$ cat src/rtl/instruction_fetch_unit_pkg.sv
// Shared IF-stage parameters and fetch FSM encoding.
// Decode and the PC/branch unit import this package as well.
package instruction_fetch_unit_pkg;

    localparam int IFU_ADDR_W    = 16;
    localparam int IFU_INSTR_W   = 16;
    localparam int IFU_MEM_DEPTH = 256;
    localparam int IFU_RESET_PC  = 0;

    typedef enum logic [1:0] {
        ST_RUN    = 2'd0,
        ST_HALTED = 2'd1,
        ST_FAULT  = 2'd2
    } fetch_state_e;

    // Done in 32 bits so that a depth of exactly 2^ADDR_W still compares correctly.
    function automatic logic addr_in_range(input logic [31:0] addr, input int depth);
        return addr < 32'(depth);
    endfunction

endpackage

$ cat src/rtl/instruction_fetch_unit_perf_counters.sv
// Free-running 32-bit performance counters for the fetch stage.
// They wrap at 2^32 and are cleared only by reset.
module fetch_perf_counters (
    input  logic        clock,
    input  logic        reset,
    input  logic        fetch_en_i,
    input  logic        stall_en_i,
    output logic [31:0] fetch_count_o,
    output logic [31:0] stall_count_o
);

    logic [31:0] fetch_count_q;
    logic [31:0] fetch_count_d;
    logic [31:0] stall_count_q;
    logic [31:0] stall_count_d;

    always_comb begin
        fetch_count_d = fetch_count_q + (fetch_en_i ? 32'd1 : 32'd0);
        stall_count_d = stall_count_q + (stall_en_i ? 32'd1 : 32'd0);
    end

    always_ff @(posedge clock or negedge reset) begin
        if (!reset) begin
            fetch_count_q <= 32'd0;
            stall_count_q <= 32'd0;
        end else begin
            fetch_count_q <= fetch_count_d;
            stall_count_q <= stall_count_d;
        end
    end

    assign fetch_count_o = fetch_count_q;
    assign stall_count_o = stall_count_q;

endmodule

$ cat src/rtl/instruction_fetch_unit.sv
// IF-stage initiator for a one-cycle synchronous instruction memory.
// Issues addresses, tracks the word in flight, and hands it to decode.
module instruction_fetch_unit
    import instruction_fetch_unit_pkg::*;
#(
    parameter int                ADDR_W    = IFU_ADDR_W,
    parameter int                INSTR_W   = IFU_INSTR_W,
    parameter int                MEM_DEPTH = IFU_MEM_DEPTH,
    parameter logic [ADDR_W-1:0] RESET_PC  = ADDR_W'(IFU_RESET_PC)
) (
    input  logic               clock,
    input  logic               reset,
    output logic [ADDR_W-1:0]  imem_addr,
    input  logic [INSTR_W-1:0] imem_data,
    output logic [INSTR_W-1:0] id_instr,
    output logic [ADDR_W-1:0]  id_pc,
    output logic [ADDR_W-1:0]  id_pc_plus1,
    output logic               id_valid,
    input  logic               id_stall,
    input  logic               redirect_valid,
    input  logic [ADDR_W-1:0]  redirect_pc,
    input  logic               halt_req,
    output logic               halted,
    output logic               fetch_fault,
    output logic [31:0]        fetch_count,
    output logic [31:0]        stall_count
);

    fetch_state_e      state_q;
    logic [ADDR_W-1:0] pc_q;
    logic [ADDR_W-1:0] rsp_pc_q;
    logic              rsp_valid_q;
    logic              fault_q;

    logic stalled;
    logic issue;
    logic pc_ok;
    logic redirect_ok;
    logic transfer;

    assign stalled     = rsp_valid_q & id_stall;
    assign issue       = (state_q == ST_RUN) & ~halt_req & ~stalled;
    assign pc_ok       = addr_in_range(32'(pc_q), MEM_DEPTH);
    assign redirect_ok = addr_in_range(32'(redirect_pc), MEM_DEPTH);
    assign transfer    = rsp_valid_q & ~id_stall & ~redirect_valid;

    // With no read enable on the memory, re-reading rsp_pc is what keeps imem_data stable.
    always_comb begin
        if (redirect_valid) begin
            imem_addr = redirect_pc;
        end else if (issue) begin
            imem_addr = pc_q;
        end else begin
            imem_addr = rsp_pc_q;
        end
    end

    always_ff @(posedge clock or negedge reset) begin
        if (!reset) begin
            state_q     <= ST_RUN;
            pc_q        <= RESET_PC;
            rsp_pc_q    <= RESET_PC;
            rsp_valid_q <= 1'b0;
            fault_q     <= 1'b0;
        end else if (redirect_valid) begin
            if (redirect_ok) begin
                rsp_pc_q    <= redirect_pc;
                rsp_valid_q <= 1'b1;
                pc_q        <= redirect_pc + ADDR_W'(1);
                state_q     <= ST_RUN;
                fault_q     <= 1'b0;
            end else begin
                rsp_valid_q <= 1'b0;
                state_q     <= ST_FAULT;
                fault_q     <= 1'b1;
            end
        end else if (issue) begin
            if (pc_ok) begin
                rsp_pc_q    <= pc_q;
                rsp_valid_q <= 1'b1;
                pc_q        <= pc_q + ADDR_W'(1);
            end else begin
                rsp_valid_q <= 1'b0;
                state_q     <= ST_FAULT;
                fault_q     <= 1'b1;
            end
        end else if (!stalled) begin
            // Any word on display has just transferred, so the pipe is now empty.
            rsp_valid_q <= 1'b0;
            if (state_q == ST_RUN && halt_req) begin
                state_q <= ST_HALTED;
            end else if (state_q == ST_HALTED && !halt_req) begin
                state_q <= ST_RUN;
            end
        end
    end

    assign id_valid    = rsp_valid_q;
    assign id_instr    = imem_data;
    assign id_pc       = rsp_pc_q;
    assign id_pc_plus1 = rsp_pc_q + ADDR_W'(1);
    assign halted      = (state_q == ST_HALTED);
    assign fetch_fault = fault_q;

    fetch_perf_counters u_perf (
        .clock         (clock),
        .reset         (reset),
        .fetch_en_i    (transfer),
        .stall_en_i    (stalled),
        .fetch_count_o (fetch_count),
        .stall_count_o (stall_count)
    );

endmodule
$ cat config.mk
export PLATFORM = sky130hd
export DESIGN_NAME = instruction_fetch_unit
export DESIGN_NICKNAME = d
export VERILOG_FILES = /design/src/rtl/instruction_fetch_unit_pkg.sv /design/src/rtl/instruction_fetch_unit_perf_counters.sv /design/src/rtl/instruction_fetch_unit.sv
export SDC_FILE = /design/constraint.sdc
export NUM_CORES = 1
export LEC_CHECK = 0
export ABC_AREA = 1
export CORE_MARGIN = 8
export CORE_UTILIZATION = 35
export DETAILED_ROUTE_END_ITERATION = 8
export HOLD_SLACK_MARGIN = 0.03
export PLACE_DENSITY = 0.63
export SKIP_CTS_REPAIR_TIMING = 1
export SLEW_MARGIN = 20
export SYNTH_ARGS = -nofsm -noshare
export SYNTH_HDL_FRONTEND = slang
export SYNTH_HIERARCHICAL = 1
export SYNTH_SLANG_ARGS = --single-unit
$ cat constraint.sdc
create_clock -name clock -period 3.4 [get_ports clock]
set_input_delay 0.34 -clock clock [delete_from_list [all_inputs] [get_ports clock]]
set_output_delay 0.34 -clock clock [all_outputs]
set_load 0.02 [all_outputs]
Word-level counts from Yosys, hierarchy flattened
Cells that the tools add are included.
W data, S select, Z words.
- add/sub/neg operators: 5
- magnitude comparators: 2
- equal/unequal tests: 5
- muxes and demuxes: 28
- bitwise gates (word level): 9
- reduce and logical (&&, ||, !) cells: 10
- operator list (kind ; count):
    $mux W16 ; 10
    $add A32 B32 Y32 ; 2
    $add A16 B1 Y16 const B ; 3
    $lt A16 B9 Y1 const B ; 2
    $mux W2 ; 7
    $mux W1 ; 11
    $reduce_and A3 Y1 ; 2
    $and A1 B1 Y1 ; 5
    $not A1 Y1 ; 4
    $reduce_bool A2 Y1 ; 2
    $reduce_bool A4 Y1 ; 1
    $ne A3 B2 Y1 const B ; 1
    $ne A3 B3 Y1 const B ; 1
    $eq A2 B1 Y1 const B ; 1
    $logic_and A1 B1 Y1 ; 2
    $logic_not A2 Y1 ; 1
    $ne A2 B1 Y1 const B ; 1
    $ne A2 B2 Y1 const B ; 1
    $reduce_and A2 Y1 ; 1
    $logic_not A1 Y1 ; 1
- register bits after elaboration: 100
- input bits: 37
- output and inout port bits: 131

Longest topological paths before layout
- depth in word-level cells: 7
- gate-level depth with buffers: 12

Hierarchy
Netlist, hierarchy kept.
- by module, submodules not included (module ; instances ; cells an instance ; area each (um2) ; sequential area each (um2)):
    fetch_perf_counters ; 1 ; 446 ; 3579.7 ; 1601.5
    instruction_fetch_unit ; 1 ; 331 ; 2401.1 ; 900.9

Worst setup path before layout
OpenSTA, ideal clock, no wires.
- path type: input to register
- start: input port redirect_valid
- end: register u_perf.fetch_count_q[30], in the netlist u_perf/fetch_count_o[30]
- arrival time: 1.900 ns
- data required time: 3.283 ns
- slack: 1.383 ns
- stages: 12
- path buffers: 2
- path through: buf_6 -> buf_2 -> nor3b_1 -> ha_1 -> ha_1 -> nand2_2 -> nor2_4 -> nand2_2 -> nor2_4 -> nand2_1 -> nand2_1 -> nand2_1
- word-level cells in the longest chain between the ends: 4
- ends and longest elaborated chain (item ; line ; text):
    from (decl) ; instruction_fetch_unit.sv:20 ; input logic redirect_valid,
    $not A1 Y1 ; instruction_fetch_unit.sv:45 ; assign transfer = rsp_valid_q & ~id_stall & ~redirect_valid;
    $and A1 B1 Y1 ; instruction_fetch_unit.sv:45 ;
    net transfer ; instruction_fetch_unit.sv:39 ; logic transfer;
    $mux W1 ; instruction_fetch_unit_perf_counters.sv:18 ; fetch_count_d = fetch_count_q + (fetch_en_i ? 32'd1 : 32'd0);
    $add A32 B32 Y32 ; instruction_fetch_unit_perf_counters.sv:18 ;
    net u_perf.fetch_count_d[30] ; instruction_fetch_unit_perf_counters.sv:13 ; logic [31:0] fetch_count_d;
    to (signal assigned) ; instruction_fetch_unit_perf_counters.sv:27 ; fetch_count_q <= fetch_count_d;
    to (decl) ; instruction_fetch_unit_perf_counters.sv:12 ; logic [31:0] fetch_count_q;
The timed path passes the listed nets, and every way through them passes these cells.
A chain may end at the register's enable or synchronous reset.

Worst setup path after layout
- start: register rsp_pc_q[0], in the netlist id_pc[0]
- end: output port id_pc_plus1[10]
- word-level cells in the longest chain between the ends: 1
- ends and longest elaborated chain (item ; line ; text):
    from (decl) ; instruction_fetch_unit.sv:31 ; logic [ADDR_W-1:0] rsp_pc_q;
    from (signal assigned) ; instruction_fetch_unit.sv:67 ; rsp_pc_q <= redirect_pc;
    from (signal assigned) ; instruction_fetch_unit.sv:79 ; rsp_pc_q <= pc_q;
    $add A16 B1 Y16 ; instruction_fetch_unit.sv:101 ; assign id_pc_plus1 = rsp_pc_q + ADDR_W'(1);
    to (decl) ; instruction_fetch_unit.sv:17 ; output logic [ADDR_W-1:0] id_pc_plus1,
Every way passes these cells.

==> summary.txt <==
Run status
  – Status: finished with violations
  – Failing checks: hold timing

Logic synthesis
  – Synth Cell Area: 5980 µm²
  – FFs w/ async S/R, synth: 1.00
  – Most frequent cell after synthesis: nand2_1
  – Yosys reg bits: 100
  – Syn nets: 821
  – Top cell type's share of synthesized area: 0.418
  – Average size of a mapped cell: just under 8 µm²
  – Dominant cell type by area after synthesis: dfrtp_1
  – Yosys warns: 6
  – Area contributors post-synth: dfrtp_1 (42%), nand2_1 (17%), nor2_1 (6.2%)
  – Mapped Cells: just under 800
  – Most used DFF post-synth: dfrtp_1
  – Top post-synthesis cells by count: nand2_1 (268), dfrtp_1 (100), nor2_1 (98)
  – Post-synth cell types: 33
  – Sequential area share after synthesis: 0.418
  – EDFF count, synth: 0

Routing
  – 1st-iter DRT viols: 319
  – Drt total wl: 16.2 mm
  – DRT Pass-1 Iters: 5
  – Final ANT Viol Nets: 0
  – Via count: approximately 5300
  – DRC violation count after routing: 0
  – DR vias/cell: 4.69
  – WL per Instance: 14.3 µm

Finish
  – Post-route cell area: 7720 µm²
  – Share of cells above drive strength 1: 0.0896
  – Final net count: 945
  – Core Util, Final: 0.454
  – N_diodes: 0
  – Final Instance Count excl. Fillers: 1129
  – Synthesis-to-finish area growth: 29.1%

Worst hold path
  – Type of the worst min-delay path: in2async

Setup path
  – Crit-path max cell delay: between 0.6 and 0.7 ns
  – Crit path buf inv count: 1
  – Worst setup EP type: output pin
  – Family with the most delay on the worst path: simple AND/OR/NAND/NOR gates
  – CP Max Fanout: 4
  – Crit-path slowest cell: clkdlybuf4s50_1
  – Crit path DAT: 2.52 ns
  – WS Path Type: reg2out
  – Reg2reg setup slack: between 1 and 1.5 ns
  – Critical-path cell list: ha_1, nand3_1, nor3_2, nand2_1, nor2_1, xor2_1, clkdlybuf4s50_1
  – CP Launch Type: flop
  – Critical path required time: 3.06 ns

Placement
  – DP Cell Count: 1115
  – DP HPWL: 12.4 mm
  – Port buffer count: approximately 140
  – Pre-CTS WS: 0.701 ns
  – Placed Area: 7450 µm²
  – GPL Wtd Cong: 0.840

Power and ir drop
  – Peak supply drop: around 0.25 mV
  – Pwr dens: 374 nW/µm²
  – Total power draw: 2.89 mW
  – Leak Pwr: between 3 and 4 nW

Timing
  – Achievable Freq: 350 MHz
  – Setup WS post-layout: 0.542 ns
  – Final Skew: 0.00739 ns
  – Slew Limit Fails: 0
  – Tcrit/Tclk final: 0.841
  – Tmin final: approximately 2.9 ns
  – Final setup violation count: 0
  – Rel. slew slack: 0.582
  – WHS: -0.00648 ns
  – Fin. Hold Viols: 2
  – TNS Setup: 0 ns
  – Worst Max-Slew Pin Slew: roughly 0.63 ns
  – RSZ-0062 raised after global routing: false

Floorplanning
  – Die height: 147 µm
  – # IOs: 168
  – Area of the die: 21500 µm²
  – Initial core utilization: 0.352
  – CORE AREA: 17000 µm²
  – Row count: 48
  – Chip Width: 147 µm

Clocking
  – Clock root cell: clkbuf_16
  – Number of buffers created by CTS: 9
  – Clock Latency Late Sink: about 0.34 ns
  – CTS tree: built
  – Clock transition at path regs: approximately 0.07 ns
  – H-tree depth: 3
  – CTS sink count: 100
  – Max Root-Sink Buffers: 2

Job
  – Number of max-cap violations: 0

Global route
  – GRT Total Usage: 0.153
  – Wire length of the first global-routing pass: 26.8 mm
  – Initial antenna violation count: 0
  – Largest net degree at the start of global routing: 56
  – Total grt overflow: 0
  – Vias in the first global route: 5276
cell type report:
class,instances,area (µm²)
multi-input combinational,575,2990
timing repair buffer,139,1390
clock inverter,3,40.0
clock buffer,11,233
fill,1704,9270
inverter,76,285
sequential,100,2500
tap,225,282
cell usage in the layout (no fill, tap or decap), types with 4 or more instances in the layout:
cell type        synthesis  final
xor2_1                  30     30
xnor2_1                 10     10
inv_1                   74     74
nor2_4                  12     12
o21ai_0                 11     11
nand3b_1                16     16
nand2_2                 23     23
nor2_1                  98     98
ha_1                     7      7
nand4_1                  5      5
o211ai_1                 7      7
nand3_1                 41     41
nand2_4                  5      5
o221ai_1                 8      8
clkdlybuf4s50_1          0    134
nor2_2                  12     12
clkbuf_16                0      9
nor2_8                   4      4
buf_4                   17      4
nand2_1                268    268
nor3_1                   4      4
dfrtp_1                100    100
registers in the layout (all words and copies together) (netlist names):
| register | flops |
|---|---|
| state_q | 2 |
| pc_q | 16 |
| u_perf/fetch_count_o | 32 |
| id_valid | 1 |
| u_perf/stall_count_o | 32 |
| fetch_fault | 1 |
| id_pc | 16 |
worst reg2reg max path: cells and delay by family, from the launching register on:
kind | cells | cell delay [ns]
fa+ha+maj | 2 | 0.43
simple gates | 8 | 1.09
flops | 1 | 0.40
routing by layer:
| layer | track usage | part of all wire | wire [µm] |
|---|---|---|---|
| met1 | 0.202 | 0.48 | 7730 |
| met2 | 0.231 | 0.43 | 6990 |
| met3 | 0.0514 | 0.078 | 1270 |
| met4 | 0.0453 | 0.011 | 177 |
| met5 | 0 | 0 | 0 |
logic make-up (layout without fill, tap and decap cells):
| group | count (synthesis) | after routing | share of synthesized area |
|---|---|---|---|
| AND/OR/NAND/NOR | 495 | 495 | 0.386 |
| buffers and inverters | 102 | 229 | 0.0818 |
| flip-flops | 100 | 100 | 0.418 |
| XOR/XNOR | 42 | 42 | 0.0640 |
| AO/OA/AOI/OAI | 31 | 31 | 0.0347 |
| adder cells (fa/ha/maj) | 7 | 7 | 0.0146 |
path summary, 6_finish.rpt:
path                                from                  endpoint  cells after the start
worst max-delay path            id_pc[0]           id_pc_plus1[10]                      7
worst min-delay path               reset  u_perf/stall_count_o[23]                      1
worst max register to register  id_valid  u_perf/fetch_count_o[24]                     10
worst min register to register   pc_q[1]                   pc_q[1]                      2
max in group asynchronous          reset  u_perf/fetch_count_o[14]                      2
min in group clock               pc_q[1]                   pc_q[1]                      2
power breakdown:
| part | switching [mW] | internal (mW) | leakage (nW) |
|---|---|---|---|
| clock network | 0.431 | 0.561 | 0.135 |
| logic | 0.369 | 0.274 | 2.21 |
| registers | 0.0342 | 1.22 | 1.28 |
| total | 0.834 | 2.06 | 3.63 |
No activity file was read; power rests on OpenSTA's default activity.
